$ cat config.mk
export PLATFORM = sky130hd
export DESIGN_NAME = afe_buff_arbiter_flat
export DESIGN_NICKNAME = d
export VERILOG_FILES = /design/src/rtl/afe_buff_pkg.sv /design/src/rtl/afe_buff_arbiter_if.sv /design/src/rtl/afe_rr_arbiter.sv /design/src/rtl/afe_buff_arbiter.sv /design/src/flat_wrapper.sv
export SDC_FILE = /design/constraint.sdc
export NUM_CORES = 1
export LEC_CHECK = 0
export CORE_AREA = 2 2 162 164
export CTS_CLUSTER_DIAMETER = 80
export CTS_CLUSTER_SIZE = 28
export DETAILED_ROUTE_END_ITERATION = 6
export DIE_AREA = 0 0 164 166
export HOLD_SLACK_MARGIN = 0.06
export PLACE_DENSITY = 0.78
export RECOVER_POWER = 50
export SKIP_CTS_REPAIR_TIMING = 1
export SYNTH_ARGS = -nofsm -noshare
export SYNTH_HDL_FRONTEND = slang
export SYNTH_SLANG_ARGS = --single-unit
$ cat constraint.sdc
create_clock -name clk_i -period 9.3 [get_ports clk_i]
set_input_delay 1.86 -clock clk_i [delete_from_list [all_inputs] [get_ports clk_i]]
set_output_delay 1.86 -clock clk_i [all_outputs]
set_load 0.1 [all_outputs]
$ cat src/rtl/afe_buff_pkg.sv
// Shared types and constants for the AFE buffer arbiter: output FIFO depth,
// channel index type and the memory-operation encoding used for debug.
package afe_buff_pkg;

  localparam int FIFO_DEPTH = 2;
  localparam int AFE_NCH    = 4;

  typedef logic [$clog2(AFE_NCH)-1:0] afe_ch_idx_t;

  typedef enum logic [1:0] {
    IDLE = 2'd0,
    WR   = 2'd1,
    RD   = 2'd2
  } mem_op_e;

endpackage

$ cat src/rtl/afe_buff_arbiter_if.sv
// Sample-SRAM port and uDMA output stream of the AFE buffer arbiter,
// plus the registered last-operation debug signal.
interface afe_buff_arbiter_if
  import afe_buff_pkg::*;
#(
  parameter int AWIDTH = 10,
  parameter int DWIDTH = 32,
  parameter int CH_W   = 2
) ();

  logic              mem_req;
  logic              mem_we;
  logic [AWIDTH-1:0] mem_addr;
  logic [DWIDTH-1:0] mem_wdata;
  logic [DWIDTH-1:0] mem_rdata;

  logic              out_valid;
  logic              out_ready;
  logic [DWIDTH-1:0] out_data;
  logic [CH_W-1:0]   out_ch;

  mem_op_e           last_op;

  modport master (
    output mem_req, mem_we, mem_addr, mem_wdata,
    input  mem_rdata,
    output out_valid, out_data, out_ch,
    input  out_ready,
    output last_op
  );

  modport slave (
    input  mem_req, mem_we, mem_addr, mem_wdata,
    output mem_rdata,
    input  out_valid, out_data, out_ch,
    output out_ready,
    input  last_op
  );

endinterface

$ cat src/rtl/afe_rr_arbiter.sv
// Round-robin arbiter: one-hot grant to the first request at or after the
// pointer; the pointer moves to winner+1 when advance is enabled.
module afe_rr_arbiter #(
  parameter  int N  = 4,
  localparam int PW = (N > 1) ? $clog2(N) : 1
) (
  input  logic          clk_i,
  input  logic          rst_ni,
  input  logic [N-1:0]  req_i,
  input  logic          adv_i,
  output logic [N-1:0]  gnt_o,
  output logic [PW-1:0] gnt_idx_o,
  output logic          any_o
);

  logic [PW-1:0] ptr_q;
  logic [PW-1:0] idx;

  // NOTE: every output gets a default before the search loop so no latch is inferred.
  always_comb begin
    gnt_o     = '0;
    gnt_idx_o = '0;
    any_o     = 1'b0;
    idx       = '0;
    for (int k = 0; k < N; k++) begin
      idx = PW'((int'(ptr_q) + k) % N);
      if (!any_o && req_i[idx]) begin
        gnt_o[idx] = 1'b1;
        gnt_idx_o  = idx;
        any_o      = 1'b1;
      end
    end
  end

  // NOTE: state registers use non-blocking assignments so all flops update together.
  always_ff @(posedge clk_i) begin
    if (!rst_ni) begin
      ptr_q <= '0;
    end else if (adv_i && any_o) begin
      ptr_q <= (gnt_idx_o == PW'(N - 1)) ? '0 : gnt_idx_o + 1'b1;
    end
  end

endmodule

$ cat src/rtl/afe_buff_arbiter.sv
// Single-port sample-SRAM arbiter: per-channel sample holding registers,
// write-priority round-robin access, credit-gated read-out into a 2-deep FIFO.
// Optional per-channel dropped-sample counters: AFE_BUFF_ARB_DROP_CNT_EN.
module afe_buff_arbiter
  import afe_buff_pkg::*;
#(
  parameter int NCH    = 4,
  parameter int AWIDTH = 10,
  parameter int DWIDTH = 32,
  parameter int CNT_W  = 16
) (
  input  logic                         clk_i,
  input  logic                         rst_ni,
  input  logic [NCH-1:0]               smpl_valid_i,
  input  logic [NCH-1:0][DWIDTH-1:0]   smpl_data_i,
  input  logic [NCH-1:0]               ch_en_i,
  input  logic [NCH-1:0][AWIDTH-1:0]   wr_addr_i,
  input  logic [NCH-1:0][AWIDTH-1:0]   rd_addr_i,
  input  logic [NCH-1:0]               rd_valid_i,
  output logic [NCH-1:0]               wr_ready_o,
  output logic [NCH-1:0]               rd_ready_o,
  afe_buff_arbiter_if.master           bus,
  output logic [NCH-1:0]               ovf_o,
  input  logic [NCH-1:0]               ovf_clr_i,
  output logic [NCH-1:0][CNT_W-1:0]    drop_cnt_o
);

  localparam int CH_W = (NCH > 1) ? $clog2(NCH) : 1;

  typedef struct packed {
    logic [CH_W-1:0]   ch;
    logic [DWIDTH-1:0] data;
  } fifo_ent_t;

  // Sample holding registers
  logic [NCH-1:0]             hold_vld_q;
  logic [NCH-1:0][DWIDTH-1:0] hold_data_q;
  logic [NCH-1:0]             hold_load;
  logic [NCH-1:0]             drop;
  logic [NCH-1:0]             ovf_q;

  // Arbitration
  logic [NCH-1:0]  wr_req, rd_req;
  logic [NCH-1:0]  wr_gnt, rd_gnt;
  logic [CH_W-1:0] wr_idx, rd_idx;
  logic            wr_any, rd_any;
  logic            credit_ok;

  // Read return path
  logic            inflight_q;
  logic [CH_W-1:0] inflight_ch_q;
  fifo_ent_t       fifo_q [FIFO_DEPTH];
  logic [1:0]      fifo_cnt_q;
  logic            out_valid;
  logic            push, pop;

  mem_op_e         op;
  mem_op_e         last_op_q;

  // Requests are masked during reset so no grant leaks out of a reset cycle.
  assign wr_req = rst_ni ? (hold_vld_q & ch_en_i) : '0;
  assign rd_req = (rst_ni && !wr_any && credit_ok) ? (rd_valid_i & ch_en_i) : '0;

  afe_rr_arbiter #(.N(NCH)) u_wr_arb (
    .clk_i     (clk_i),
    .rst_ni    (rst_ni),
    .req_i     (wr_req),
    .adv_i     (1'b1),
    .gnt_o     (wr_gnt),
    .gnt_idx_o (wr_idx),
    .any_o     (wr_any)
  );

  afe_rr_arbiter #(.N(NCH)) u_rd_arb (
    .clk_i     (clk_i),
    .rst_ni    (rst_ni),
    .req_i     (rd_req),
    .adv_i     (1'b1),
    .gnt_o     (rd_gnt),
    .gnt_idx_o (rd_idx),
    .any_o     (rd_any)
  );

  assign wr_ready_o = wr_gnt;
  assign rd_ready_o = rd_gnt;

  // A granted channel may reload in the same cycle; otherwise a busy holder drops.
  assign hold_load = ch_en_i & smpl_valid_i & (~hold_vld_q | wr_gnt);
  assign drop      = ch_en_i & smpl_valid_i & hold_vld_q & ~wr_gnt;

  always_ff @(posedge clk_i) begin
    if (!rst_ni) begin
      hold_vld_q <= '0;
      ovf_q      <= '0;
    end else begin
      hold_vld_q <= ch_en_i & (hold_load | (hold_vld_q & ~wr_gnt));
      ovf_q      <= drop | (ovf_q & ~ovf_clr_i);
    end
  end

  // NOTE: data registers are not reset; their valid flags gate every use.
  always_ff @(posedge clk_i) begin
    for (int i = 0; i < NCH; i++) begin
      if (hold_load[i]) hold_data_q[i] <= smpl_data_i[i];
    end
  end

  assign ovf_o = ovf_q;

  // Memory port: writes always win over reads.
  always_comb begin
    bus.mem_req   = 1'b0;
    bus.mem_we    = 1'b0;
    bus.mem_addr  = '0;
    bus.mem_wdata = '0;
    op            = IDLE;
    if (wr_any) begin
      bus.mem_req   = 1'b1;
      bus.mem_we    = 1'b1;
      bus.mem_addr  = wr_addr_i[wr_idx];
      bus.mem_wdata = hold_data_q[wr_idx];
      op            = WR;
    end else if (rd_any) begin
      bus.mem_req   = 1'b1;
      bus.mem_addr  = rd_addr_i[rd_idx];
      op            = RD;
    end
  end

  // Credit counts the slot freed by a pop in this same cycle, sustaining 1 word/cycle.
  always_comb begin
    credit_ok = (int'(fifo_cnt_q) + int'(inflight_q) - int'(pop)) < FIFO_DEPTH;
  end

  assign out_valid = (fifo_cnt_q != 2'd0);
  assign pop       = out_valid && bus.out_ready;
  assign push      = inflight_q;

  always_ff @(posedge clk_i) begin
    if (!rst_ni) begin
      inflight_q    <= 1'b0;
      inflight_ch_q <= '0;
      fifo_cnt_q    <= '0;
      last_op_q     <= IDLE;
    end else begin
      inflight_q    <= rd_any;
      inflight_ch_q <= rd_idx;
      last_op_q     <= op;
      case ({push, pop})
        2'b10:   fifo_cnt_q <= fifo_cnt_q + 2'd1;
        2'b01:   fifo_cnt_q <= fifo_cnt_q - 2'd1;
        default: fifo_cnt_q <= fifo_cnt_q;
      endcase
    end
  end

  // Head always sits in slot 0; a pop shifts slot 1 forward.
  always_ff @(posedge clk_i) begin
    if (pop) begin
      if (push && fifo_cnt_q == 2'd1) fifo_q[0] <= '{ch: inflight_ch_q, data: bus.mem_rdata};
      else                            fifo_q[0] <= fifo_q[1];
      if (push && fifo_cnt_q == 2'd2) fifo_q[1] <= '{ch: inflight_ch_q, data: bus.mem_rdata};
    end else if (push) begin
      if (fifo_cnt_q == 2'd0) fifo_q[0] <= '{ch: inflight_ch_q, data: bus.mem_rdata};
      else                    fifo_q[1] <= '{ch: inflight_ch_q, data: bus.mem_rdata};
    end
  end

  assign bus.out_valid = out_valid;
  assign bus.out_data  = out_valid ? fifo_q[0].data : '0;
  assign bus.out_ch    = out_valid ? fifo_q[0].ch : '0;
  assign bus.last_op   = last_op_q;

`ifdef AFE_BUFF_ARB_DROP_CNT_EN
  logic [NCH-1:0][CNT_W-1:0] drop_cnt_q;

  // A drop in the clear cycle restarts the count at one.
  always_ff @(posedge clk_i) begin
    if (!rst_ni) begin
      drop_cnt_q <= '0;
    end else begin
      for (int i = 0; i < NCH; i++) begin
        if (drop[i]) begin
          if (ovf_clr_i[i])        drop_cnt_q[i] <= CNT_W'(1);
          else if (!(&drop_cnt_q[i])) drop_cnt_q[i] <= drop_cnt_q[i] + 1'b1;
        end else if (ovf_clr_i[i]) begin
          drop_cnt_q[i] <= '0;
        end
      end
    end
  end

  assign drop_cnt_o = drop_cnt_q;
`else
  assign drop_cnt_o = '0;
`endif

endmodule

$ cat src/flat_wrapper.sv
// flat-port wrapper written by rule: the top's interface ports become plain ports
module afe_buff_arbiter_flat import afe_buff_pkg::*;
#(
  parameter int NCH    = 4,
  parameter int AWIDTH = 10,
  parameter int DWIDTH = 32,
  parameter int CNT_W  = 16
)
  (clk_i, rst_ni, smpl_valid_i, smpl_data_i, ch_en_i, wr_addr_i, rd_addr_i, rd_valid_i, wr_ready_o, rd_ready_o, ovf_o, ovf_clr_i, drop_cnt_o, bus_mem_req, bus_mem_we, bus_mem_addr, bus_mem_wdata, bus_mem_rdata, bus_out_valid, bus_out_data, bus_out_ch, bus_out_ready, bus_last_op);
  afe_buff_arbiter_if #(.AWIDTH(AWIDTH), .DWIDTH(DWIDTH), .CH_W(2)) bus_i ();
  input  logic clk_i;
  input  logic rst_ni;
  input  logic [NCH-1:0] smpl_valid_i;
  input  logic [NCH-1:0][DWIDTH-1:0] smpl_data_i;
  input  logic [NCH-1:0] ch_en_i;
  input  logic [NCH-1:0][AWIDTH-1:0] wr_addr_i;
  input  logic [NCH-1:0][AWIDTH-1:0] rd_addr_i;
  input  logic [NCH-1:0] rd_valid_i;
  output logic [NCH-1:0] wr_ready_o;
  output logic [NCH-1:0] rd_ready_o;
  output logic [NCH-1:0] ovf_o;
  input  logic [NCH-1:0] ovf_clr_i;
  output logic [NCH-1:0][CNT_W-1:0] drop_cnt_o;
  output wire logic [$bits(bus_i.mem_req)-1:0] bus_mem_req;
  output wire logic [$bits(bus_i.mem_we)-1:0] bus_mem_we;
  output wire logic [$bits(bus_i.mem_addr)-1:0] bus_mem_addr;
  output wire logic [$bits(bus_i.mem_wdata)-1:0] bus_mem_wdata;
  input wire logic [$bits(bus_i.mem_rdata)-1:0] bus_mem_rdata;
  output wire logic [$bits(bus_i.out_valid)-1:0] bus_out_valid;
  output wire logic [$bits(bus_i.out_data)-1:0] bus_out_data;
  output wire logic [$bits(bus_i.out_ch)-1:0] bus_out_ch;
  input wire logic [$bits(bus_i.out_ready)-1:0] bus_out_ready;
  output wire logic [$bits(bus_i.last_op)-1:0] bus_last_op;
  assign bus_mem_req = bus_i.mem_req;
  assign bus_mem_we = bus_i.mem_we;
  assign bus_mem_addr = bus_i.mem_addr;
  assign bus_mem_wdata = bus_i.mem_wdata;
  assign bus_i.mem_rdata = bus_mem_rdata;
  assign bus_out_valid = bus_i.out_valid;
  assign bus_out_data = bus_i.out_data;
  assign bus_out_ch = bus_i.out_ch;
  assign bus_i.out_ready = bus_out_ready;
  assign bus_last_op = bus_i.last_op;
  afe_buff_arbiter #(.NCH(NCH), .AWIDTH(AWIDTH), .DWIDTH(DWIDTH), .CNT_W(CNT_W)) u_core (.clk_i(clk_i), .rst_ni(rst_ni), .smpl_valid_i(smpl_valid_i), .smpl_data_i(smpl_data_i), .ch_en_i(ch_en_i), .wr_addr_i(wr_addr_i), .rd_addr_i(rd_addr_i), .rd_valid_i(rd_valid_i), .wr_ready_o(wr_ready_o), .rd_ready_o(rd_ready_o), .bus(bus_i), .ovf_o(ovf_o), .ovf_clr_i(ovf_clr_i), .drop_cnt_o(drop_cnt_o));
endmodule
== Word-level counts from Yosys, hierarchy flattened ==
Memories as Yosys holds them, arrays and structs flattened.
Index checks and enable logic that the tools add are counted.

* Shifts and indexed selects: 0
* Bitwise gates (word level): 25
* Multiplexer cells: 97
* Divide/modulo/power cells: 0
* Add/subtract/negate cells: 12
* Magnitude comparators: 19
* Equal/unequal tests: 6
* Reductions and logical operators: 30
* $mul: 0

{| class="wikitable"
|+ Operators with widths
! cell !! count
|-
| $mux 34 || 3
|-
| $mux 32 || 3
|-
| $bmux 32 s2 || 1
|-
| $mux 1 || 45
|-
| $bmux 10 s2 || 2
|-
| $mux 10 || 4
|-
| $mux 4 || 10
|-
| $and 4x4->4 || 9
|-
| $or 4x4->4 || 9
|-
| $lt 32x3->1 const B || 1
|-
| $sub 32x2->32 || 1
|-
| $lt 2x3->1 const B || 10
|-
| $mux 2 || 12
|-
| $logic_and 1x1->1 || 19
|-
| $bmux 1 s2 || 8
|-
| $demux 1 s2 || 8
|-
| $ge 2x1->1 const B || 8
|-
| $not 4->4 || 3
|-
| $add 2x1->2 const B || 5
|-
| $add 2x2->2 const B || 4
|-
| $eq 2x2->1 const B || 4
|-
| $logic_not 1->1 || 7
|-
| $eq 2x1->1 const B || 2
|-
| $pmux 2 s2 || 1
|-
| 7 further kinds || 10
|}

* RAM bits: 68
* Memory bits (read-only): 0
* Logic and storage cells: 203
* Flip-flop bits (word level): 147
* Input bits: 259
* Memories kept: 1
* Output and inout bits: 157
* Bits in latches: 0

{| class="wikitable"
|+ Memories
! name !! words !! bits a word !! rd ports !! clocked after memory_dff !! write ports !! RTL line !! RTL
|-
| u_core.fifo_q || 2 || 34 || 2 || 0 || 2 || afe_buff_arbiter.sv:52 || <nowiki>fifo_ent_t fifo_q [FIFO_DEPTH];</nowiki>
|}

== Logic depth before layout (Yosys ltp) ==
Gate-level depths: netlist of the first run.

* Depth after elaboration: 34
* Gate-level depth with buffers: 16
* Gate-level depth less buffers: 14

== Cells and area by module ==
From an unflattened synthesis of the first run, not the netlist that was laid out.

* Cells, all modules: 711
* Area, all modules: 10746.6 sq um

{| class="wikitable"
|+ Modules (own cells, without submodules)
! module !! seq. area each (sq um) !! area an instance (sq um) !! cells each !! instances
|-
| afe_buff_arbiter || 6185.9 || 9619.2 || 580 || 1
|-
| afe_rr_arbiter at u_core.u_wr_arb || 40.0 || 604.3 || 74 || 1
|-
| afe_rr_arbiter at u_core.u_rd_arb || 40.0 || 523.0 || 57 || 1
|}

== Least setup slack after synthesis of the first run ==
OpenSTA, ideal clock, no wires.

* Kind: input to output
* Start: input port rst_ni
* End: output port bus_mem_wdata[10]
* Path slack: 2.434 ns
* Buffers on the path: 3
* Stages on the path: 9
* Required time: 7.440 ns
* Arrival: 5.006 ns
* Path through: buf_2 inv_1 or3_1 a21o_1 nand2_1 clkbuf_1 nand2_1 clkbuf_1 o22ai_1

* Longest elaborated chain between the ends: 16
* Elaborated cells on any way between the ends: 26
* Classes of those cells: mux (20); reduce/logical (6)

{| class="wikitable"
|+ Ends and longest elaborated chain
! what !! RTL line !! RTL
|-
| from (decl) || flat_wrapper.sv:12 || <nowiki>input logic rst_ni;</nowiki>
|-
| $mux 4 (*) || afe_buff_arbiter.sv:61 || <nowiki>assign wr_req = rst_ni ? (hold_vld_q & ch_en_i) : '0;</nowiki>
|-
| $bmux 1 s2 || afe_rr_arbiter.sv:27 || <nowiki>if (!any_o && req_i[idx]) begin</nowiki>
|-
| $mux 1 (implied by the code) || afe_rr_arbiter.sv:27 ||
|-
| $mux 1 || afe_rr_arbiter.sv:27 ||
|-
| $logic_not 1->1 || afe_rr_arbiter.sv:27 ||
|-
| $logic_and 1x1->1 || afe_rr_arbiter.sv:27 ||
|-
| $mux 1 || afe_rr_arbiter.sv:27 ||
|-
| $logic_not 1->1 || afe_rr_arbiter.sv:27 ||
|-
| $logic_and 1x1->1 || afe_rr_arbiter.sv:27 ||
|-
| $mux 1 || afe_rr_arbiter.sv:27 ||
|-
| $logic_not 1->1 || afe_rr_arbiter.sv:27 ||
|-
| $logic_and 1x1->1 || afe_rr_arbiter.sv:27 ||
|-
| $mux 2 || afe_rr_arbiter.sv:27 ||
|-
| $bmux 32 s2 || afe_buff_arbiter.sv:121 || <nowiki>bus.mem_wdata = hold_data_q[wr_idx];</nowiki>
|-
| $mux 32 (implied by the code) || afe_buff_arbiter.sv:121 ||
|-
| $mux 32 (*) || afe_buff_arbiter.sv:117 || <nowiki>if (wr_any) begin</nowiki>
|-
| to (decl) || flat_wrapper.sv:27 || <nowiki>output wire logic [$bits(bus_i.mem_wdata)-1:0] bus_mem_wdata;</nowiki>
|}

Mark *: on every way between the ends. The rest lies on a longest branch, timed or not. The select of a mux whose other input is x is not followed.

== Final worst setup path of the first run ==
* Start: input port rst_ni
* End: output port bus_mem_addr[7]

* Longest elaborated chain between the ends: 33
* Elaborated cells on any way between the ends: 55
* Classes of those cells: mux (40); reduce/logical (15)

{| class="wikitable"
|+ Ends and longest elaborated chain
! what !! RTL line !! RTL
|-
| $mux 4 || afe_buff_arbiter.sv:61 ||
|-
| $bmux 1 s2 || afe_rr_arbiter.sv:27 ||
|-
| $mux 1 (implied by the code) || afe_rr_arbiter.sv:27 ||
|-
| $mux 1 || afe_rr_arbiter.sv:27 ||
|-
| $logic_not 1->1 || afe_rr_arbiter.sv:27 ||
|-
| $logic_and 1x1->1 || afe_rr_arbiter.sv:27 ||
|-
| $mux 1 || afe_rr_arbiter.sv:27 ||
|-
| $logic_not 1->1 || afe_rr_arbiter.sv:27 ||
|-
| [17 not listed] || - ||
|-
| $mux 1 || afe_rr_arbiter.sv:27 ||
|-
| $logic_not 1->1 || afe_rr_arbiter.sv:27 ||
|-
| $logic_and 1x1->1 || afe_rr_arbiter.sv:27 ||
|-
| $mux 2 || afe_rr_arbiter.sv:27 ||
|-
| $bmux 10 s2 || afe_buff_arbiter.sv:125 || <nowiki>bus.mem_addr = rd_addr_i[rd_idx];</nowiki>
|-
| $mux 10 (implied by the code) || afe_buff_arbiter.sv:125 ||
|-
| $mux 10 || afe_buff_arbiter.sv:123 || <nowiki>end else if (rd_any) begin</nowiki>
|-
| $mux 10 (*) || afe_buff_arbiter.sv:117 ||
|-
| to (decl) || flat_wrapper.sv:26 || <nowiki>output wire logic [$bits(bus_i.mem_addr)-1:0] bus_mem_addr;</nowiki>
|}

Marks and branches as above.

==> results of run 1 <==
==> registers in the layout, summed over array words and instances, names as in the netlist, named ones only <==
signal and count:
u_core.hold_data_q 128, u_core.fifo_q 68, u_core.hold_vld_q 4, u_core.ovf_o 4, u_core.bus.last_op 2, u_core.fifo_cnt_q 2
u_core.inflight_ch_q 2, u_core.u_rd_arb.ptr_q 2, u_core.inflight_q 1, u_core.u_wr_arb.ptr_q 1
==> per-layer routing <==
layer | track usage [%] | vias to the layer above
met5 | 0 | -
met1 | 24.0 | 3613
li1 | - | 3542
met3 | 5.34 | 52
met2 | 34.4 | 359
met4 | 6.71 | 2
==> area by class of cell <==
type / count / area share, %
sequential: 215 / 42.8
multi-input combinational: 514 / 26.6
timing repair buffer: 362 / 23.9
tap: 335 / 2.86
clock buffer: 14 / 2.25
inverter: 30 / 0.769
clock inverter: 6 / 0.752
antenna: 3 / 0.0512
==> final timing paths <==
path / depth (start not counted) / slack (ps) / end
setup / recovery: 8 / 930 / bus_mem_addr[7]
hold / removal: 0 / 450 / u_core.fifo_q[0][67]
setup reg to reg: 14 / 5180 / u_core.u_rd_arb.ptr_q[0]
hold reg to reg: 0 / 450 / u_core.fifo_q[0][67]
==> worst reg2reg max path, delay by kind of cell (launching register included) <==
| family | cells | cell delay, ps |
|---|---|---|
| adders and majority gates | 4 | 880 |
| AOI/OAI and AO/OA | 3 | 940 |
| DFF | 1 | 390 |
| and+or+nand+nor | 4 | 1370 |
| buffers and inverters | 3 | 450 |
==> placed cells by master (no fill, tap or decap), drive strengths merged, types with 17 or more instances in the layout <==
master           n
nor2b           37
mux2i           73
o21ai           17
o22ai           33
buf             41
clkdlybuf4s50  156
nand2           51
inv             30
ha              23
mux2            55
clkbuf          17
conb            64
dfxtp           19
dlygate4sd3    162
edfxtp         196
==> report_power, final <==
part / switching [W] / internal [W] / leakage (nW) / total, W
Sequential: 0.0000430 / 0.00120 / 1.98 / 0.00125
Combinational: 0.00127 / 0.000470 / 3.19 / 0.00174
Clock: 0.000332 / 0.000302 / 0.212 / 0.000634
Total: 0.00164 / 0.00198 / 5.38 / 0.00362
==> logic make-up after synthesis <==
group / count (synthesis)
compound gates: 137
xor+xnor: 3
fa+ha+maj: 24
buf+inv: 134
flops: 215
mux: 130
other cells: 1
simple gates: 156
==> through the flow <==
step | cell area, um^2 | utilization, % | setup slack, ps
finish | 14700 | 57.2 | 932
global route | 14600 | 57.2 | 680
CTS | 14700 | 57.3 | 977
detailed placement | 14200 | 55.5 | 1000
global placement | 14200 | 55.5 | 1220
floorplan | 10900 | - | 2430
==> impl_metrics.yaml, run 1 <==
final_layout:
  num-nets-final: 1419
  area_growth_pct: 36.8
  final_cells: 1479
  fill_cells: 2082
  layout-drive-gt1-share_pct: 11.0
  multiInputGateArea_um2: 3900
  seqCellArea_um2: 6270
pwr:
  ir_drop_uv: 218
  power.density_nw_per_um2: 247
  power_w: 0.00362
  leakagePower_nw: 5.38
placement:
  portBuffers: 351
  hpwl_um: 21000
  dp.cells: 1456
  place_congestion: 0.854
run_status:
  violations: "max-capacitance violations, max-slew violations"
  status: "finished with violations"
routing:
  routed_via_density: 5.12
  m1WireLength_um: 10700
  routedWlPerCell_um: 19.0
  dr_wl_met2_um: 14000
  drt_iter0_drc: 446
  routed_wl_um: 28100
  postRouteAntennaNets: 0
  wl_met3_um: 2390
  drc: 0
  dr_total_vias: 7568
  highest_layer: "met5"
  dr.pass1.iters: 5
sta:
  report.final.slew_viol_count: 98
  rsz0062_at_grt: "no"
  hold_viol: 0
  clock_skew_ps: 22.1
  post-route-period-util_pct: 90.0
  fin_crit_ps: 8370
  hold_ws_ps: 448
  finalSetupViolCount: 0
  max-slew-margin-rel_pct: -19.0
  fin_setup_tns_ps: 0
  fmax_mhz: 120
  tightest_slew_ps: 1780
cts:
  cts-root-buf: "clkbuf_16"
  cts_tree: "built"
  clk_pin_slew_ps: 110
  clock_latency_ps: 490
  cts-htree-levels: 1
  cts_buffers: 13
  clk_path_buf_depth: 3
  clock_sinks: 215
logic_synthesis:
  synthesis.area_um2: 10700
  synth_compound_area_share_pct: 9.78
  synthMuxAreaShare_pct: 13.0
  synth_area_leaders: "edfxtp_1, mux2i_1, buf_4"
  ys_seq_area_share_pct: 58.5
  synth_area_per_cell_um2: 13.4
  netlist_instances: 800
  synth_edf_count: 196
  synth-async-reset-ratio_pct: 0
  yosys.area.top_type: "edfxtp_1"
  synth_fa_ha_area_share_pct: 2.87
  ys_seq_elements: 215
  yosysUniqueCellTypes: 64
  yosysWarningCount: 0
  synth_top_family_by_area: "multiplexers"
  yosysMostFrequentCell: "edfxtp_1"
  synth_top_flop_cell: "edfxtp_1"
  ys_top_cells_by_count: "edfxtp_1, mux2i_1, buf_4"
  synthSimpleGateAreaFrac_pct: 7.98
  synth_top_area_share_pct: 55.0
  synth-xor-area-share_pct: 0.245
die:
  ios: 416
  rows: 59
  die_w_um: 164
  start_util_pct: 41.8
  die-area_um2: 27200
  die_h_um: 166
  core_um2: 25600
critical_path:
  cpMostUsedCell: "nand4_1"
  crit_type: "in2out"
  path_max_fanout: 22
  critical-path-slowest-cell: "dlygate4sd3_1"
  cp_slowest_stage_delay_ps: 1010
  critical_path.cell_chain: "dlygate4sd3_1, nand4_1, nor2_1, nand4_1, a22oi_4, mux2_1, a211o_1, clkdlybuf4s50_1"
  end_kind: "output port"
  cp.required_ps: 7440
  crit_buf_inv: 2
  worstPathArrival_ps: 6510
  worstSetupStartpoint: "rst_ni"
  crit_family: "buffers and inverters"
  timing.rr.start: "u_core.fifo_cnt_q[1]"
  worstSetupStartpointType: "input pin"
global_routing:
  antenna_found_initial: 4
  grt_pass1_vias: 7501
  grt_usage_pct: 19.9
  grt_pass1_wl_um: 42000
  grt_overflow: 0
  grt_max_degree: 40
min_path:
  min_from: "u_core.inflight_ch_q[1]"
  hold_path_class: "reg2reg"
run:
  drv_cap: 3
No activity file was read; power rests on OpenSTA's default activity.
==> run 2: changes to the inputs <==
--- a/config.mk
+++ b/config.mk
@@ -6,11 +6,11 @@
 export NUM_CORES = 1
 export LEC_CHECK = 0
-export CORE_AREA = 2 2 162 164
+export CORE_AREA = 2 2 160 162
 export CTS_CLUSTER_DIAMETER = 80
 export CTS_CLUSTER_SIZE = 28
 export DETAILED_ROUTE_END_ITERATION = 6
-export DIE_AREA = 0 0 164 166
+export DIE_AREA = 0 0 162 164
 export HOLD_SLACK_MARGIN = 0.06
-export PLACE_DENSITY = 0.78
+export PLACE_DENSITY = 0.79
 export RECOVER_POWER = 50
 export SKIP_CTS_REPAIR_TIMING = 1
==> constraint.sdc (replaced) <==
create_clock -name clk_i -period 9.2 [get_ports clk_i]
set_input_delay 1.38 -clock clk_i [delete_from_list [all_inputs] [get_ports clk_i]]
set_output_delay 1.38 -clock clk_i [all_outputs]
set_load 0.1 [all_outputs]
==> impl_metrics.yaml, run 2 (synthesized netlist as in run 1, its figures left out) <==
run_status:
  status: "finished with violations"
  violations: "max-capacitance violations, max-slew violations"
routing:
  routed_wl_um: 27900
  drt_iter0_drc: 484
  dr_total_vias: 7574
  dr.pass1.iters: 5
  routed_via_density: 5.13
  drc: 0
  postRouteAntennaNets: 0
  routedWlPerCell_um: 18.9
die:
  ios: 416
  die_h_um: 164
  die-area_um2: 26600
  core_um2: 24800
  rows: 58
  die_w_um: 162
  start_util_pct: 43.2
sta:
  fin_crit_ps: 7480
  finalSetupViolCount: 0
  fmax_mhz: 134
  post-route-period-util_pct: 81.3
  clock_skew_ps: 27.2
  post-route-worst-setup-slack_ps: 1720
  tightest_slew_ps: 1960
  hold_viol: 0
  report.final.slew_viol_count: 105
  max-slew-margin-rel_pct: -30.9
  fin_setup_tns_ps: 0
  rsz0062_at_grt: "no"
placement:
  place_worst_setup_slack_ps: 1870
  place_congestion: 0.869
  portBuffers: 351
  dp.cells: 1450
  hpwl_um: 20600
critical_path:
  crit_buf_inv: 3
  worstPathArrival_ps: 6100
  crit_family: "buffers and inverters"
  cp.required_ps: 7820
  critical-path-slowest-cell: "clkdlybuf4s50_1"
  end_kind: "output port"
  cp_slowest_stage_delay_ps: 1170
  crit_type: "in2out"
  cpMostUsedCell: "a21oi_1"
  path_max_fanout: 37
  worstSetupStartpointType: "input pin"
  critical_path.cell_chain: "dlygate4sd3_1, nand4_1, a21oi_1, a21oi_1, a221oi_2, nor2_4, buf_12, mux2i_1, o22ai_1, clkdlybuf4s50_1"
global_routing:
  antenna_found_initial: 7
  grt_pass1_vias: 7561
  grt_max_degree: 40
  grt_overflow: 0
  grt_usage_pct: 20.1
  grt_pass1_wl_um: 41600
cts:
  clock_sinks: 215
  cts_buffers: 13
  cts_tree: "built"
  clk_pin_slew_ps: 110
  cts-htree-levels: 1
  clock_latency_ps: 490
  clk_path_buf_depth: 3
  cts-root-buf: "clkbuf_16"
final_layout:
  top_regs: "u_core.hold_data_q (128), u_core.fifo_q (68)"
  largest_reg_flops: 128
  area_growth_pct: 37.5
  final_common_cell: "edfxtp_1"
  final_cell_mix: "edfxtp_1, clkdlybuf4s50_1, dlygate4sd3_1, mux2i_1, conb_1"
  regMostFlops: "u_core.hold_data_q"
  layout-drive-gt1-share_pct: 8.33
  num-nets-final: 1418
  final_cells: 1477
pwr:
  power.density_nw_per_um2: 248
  leakagePower_nw: 5.31
  ir_drop_uv: 216
run:
  drv_cap: 3
min_path:
  hold_path_class: "reg2reg"
==> run 2: path summary, 6_finish.rpt <==
kind / startpoint / endpoint / slack [ps] / depth (start not counted)
min reg2reg: u_core.inflight_ch_q[0] / u_core.fifo_q[0][66] / 460 / 0
max: rst_ni / bus_mem_wdata[4] / 1720 / 10
max reg2reg: u_core.fifo_cnt_q[1] / u_core.u_rd_arb.ptr_q[0] / 5180 / 14
min: u_core.inflight_ch_q[0] / u_core.fifo_q[0][66] / 460 / 0
==> run 2: where the power goes <==
part / internal (W) / switching (W)
Combinational: 0.000481 / 0.00129
Clock: 0.000279 / 0.000340
Sequential: 0.00122 / 0.0000435
Total: 0.00198 / 0.00167
==> run 2: layer usage <==
metal	vias up	global-route usage (%)	part of all wire, %
met5	-	0	0.057
met4	2	4.63	2.1
met3	39	5.35	7.9
met2	348	35.4	50
met1	3631	24.8	40
li1	3554	-	-
==> run 2: worst reg2reg max path: stages, from the launching register on <==
cell	delay [ps]
dfxtp_1	380
inv_1	150
ha_1	210
buf_4	250
nor3b_1	500
ha_1	250
ha_1	150
inv_1	50
a221oi_2	440
nor2_1	140
nand4_1	290
a22oi_4	320
ha_1	290
or3_1	370
a21oi_1	140
==> run 2: final cells by class <==
type | count | area (um^2)
antenna | 6 | 15.0
clock buffer | 14 | 329
clock inverter | 7 | 91.3
fill | 2017 | 10100
inverter | 30 | 113
multi-input combinational | 514 | 3920
sequential | 215 | 6270
tap | 330 | 413
timing repair buffer | 361 | 3580
==> run 2: stage by stage <==
| stage | area, um^2 | total power (W) | hold slack, ps | utilization [%] |
|---|---|---|---|---|
| global placement | 14300 | 0.00305 | 415 | 57.6 |
| finish | 14700 | 0.00365 | 456 | 59.3 |
| CTS | 14700 | 0.00368 | 458 | 59.3 |
| detailed placement | 14300 | 0.00307 | 428 | 57.6 |
| floorplan | 10900 | 0.00266 | 403 | - |
| global route | 14700 | 0.00379 | 473 | 59.3 |
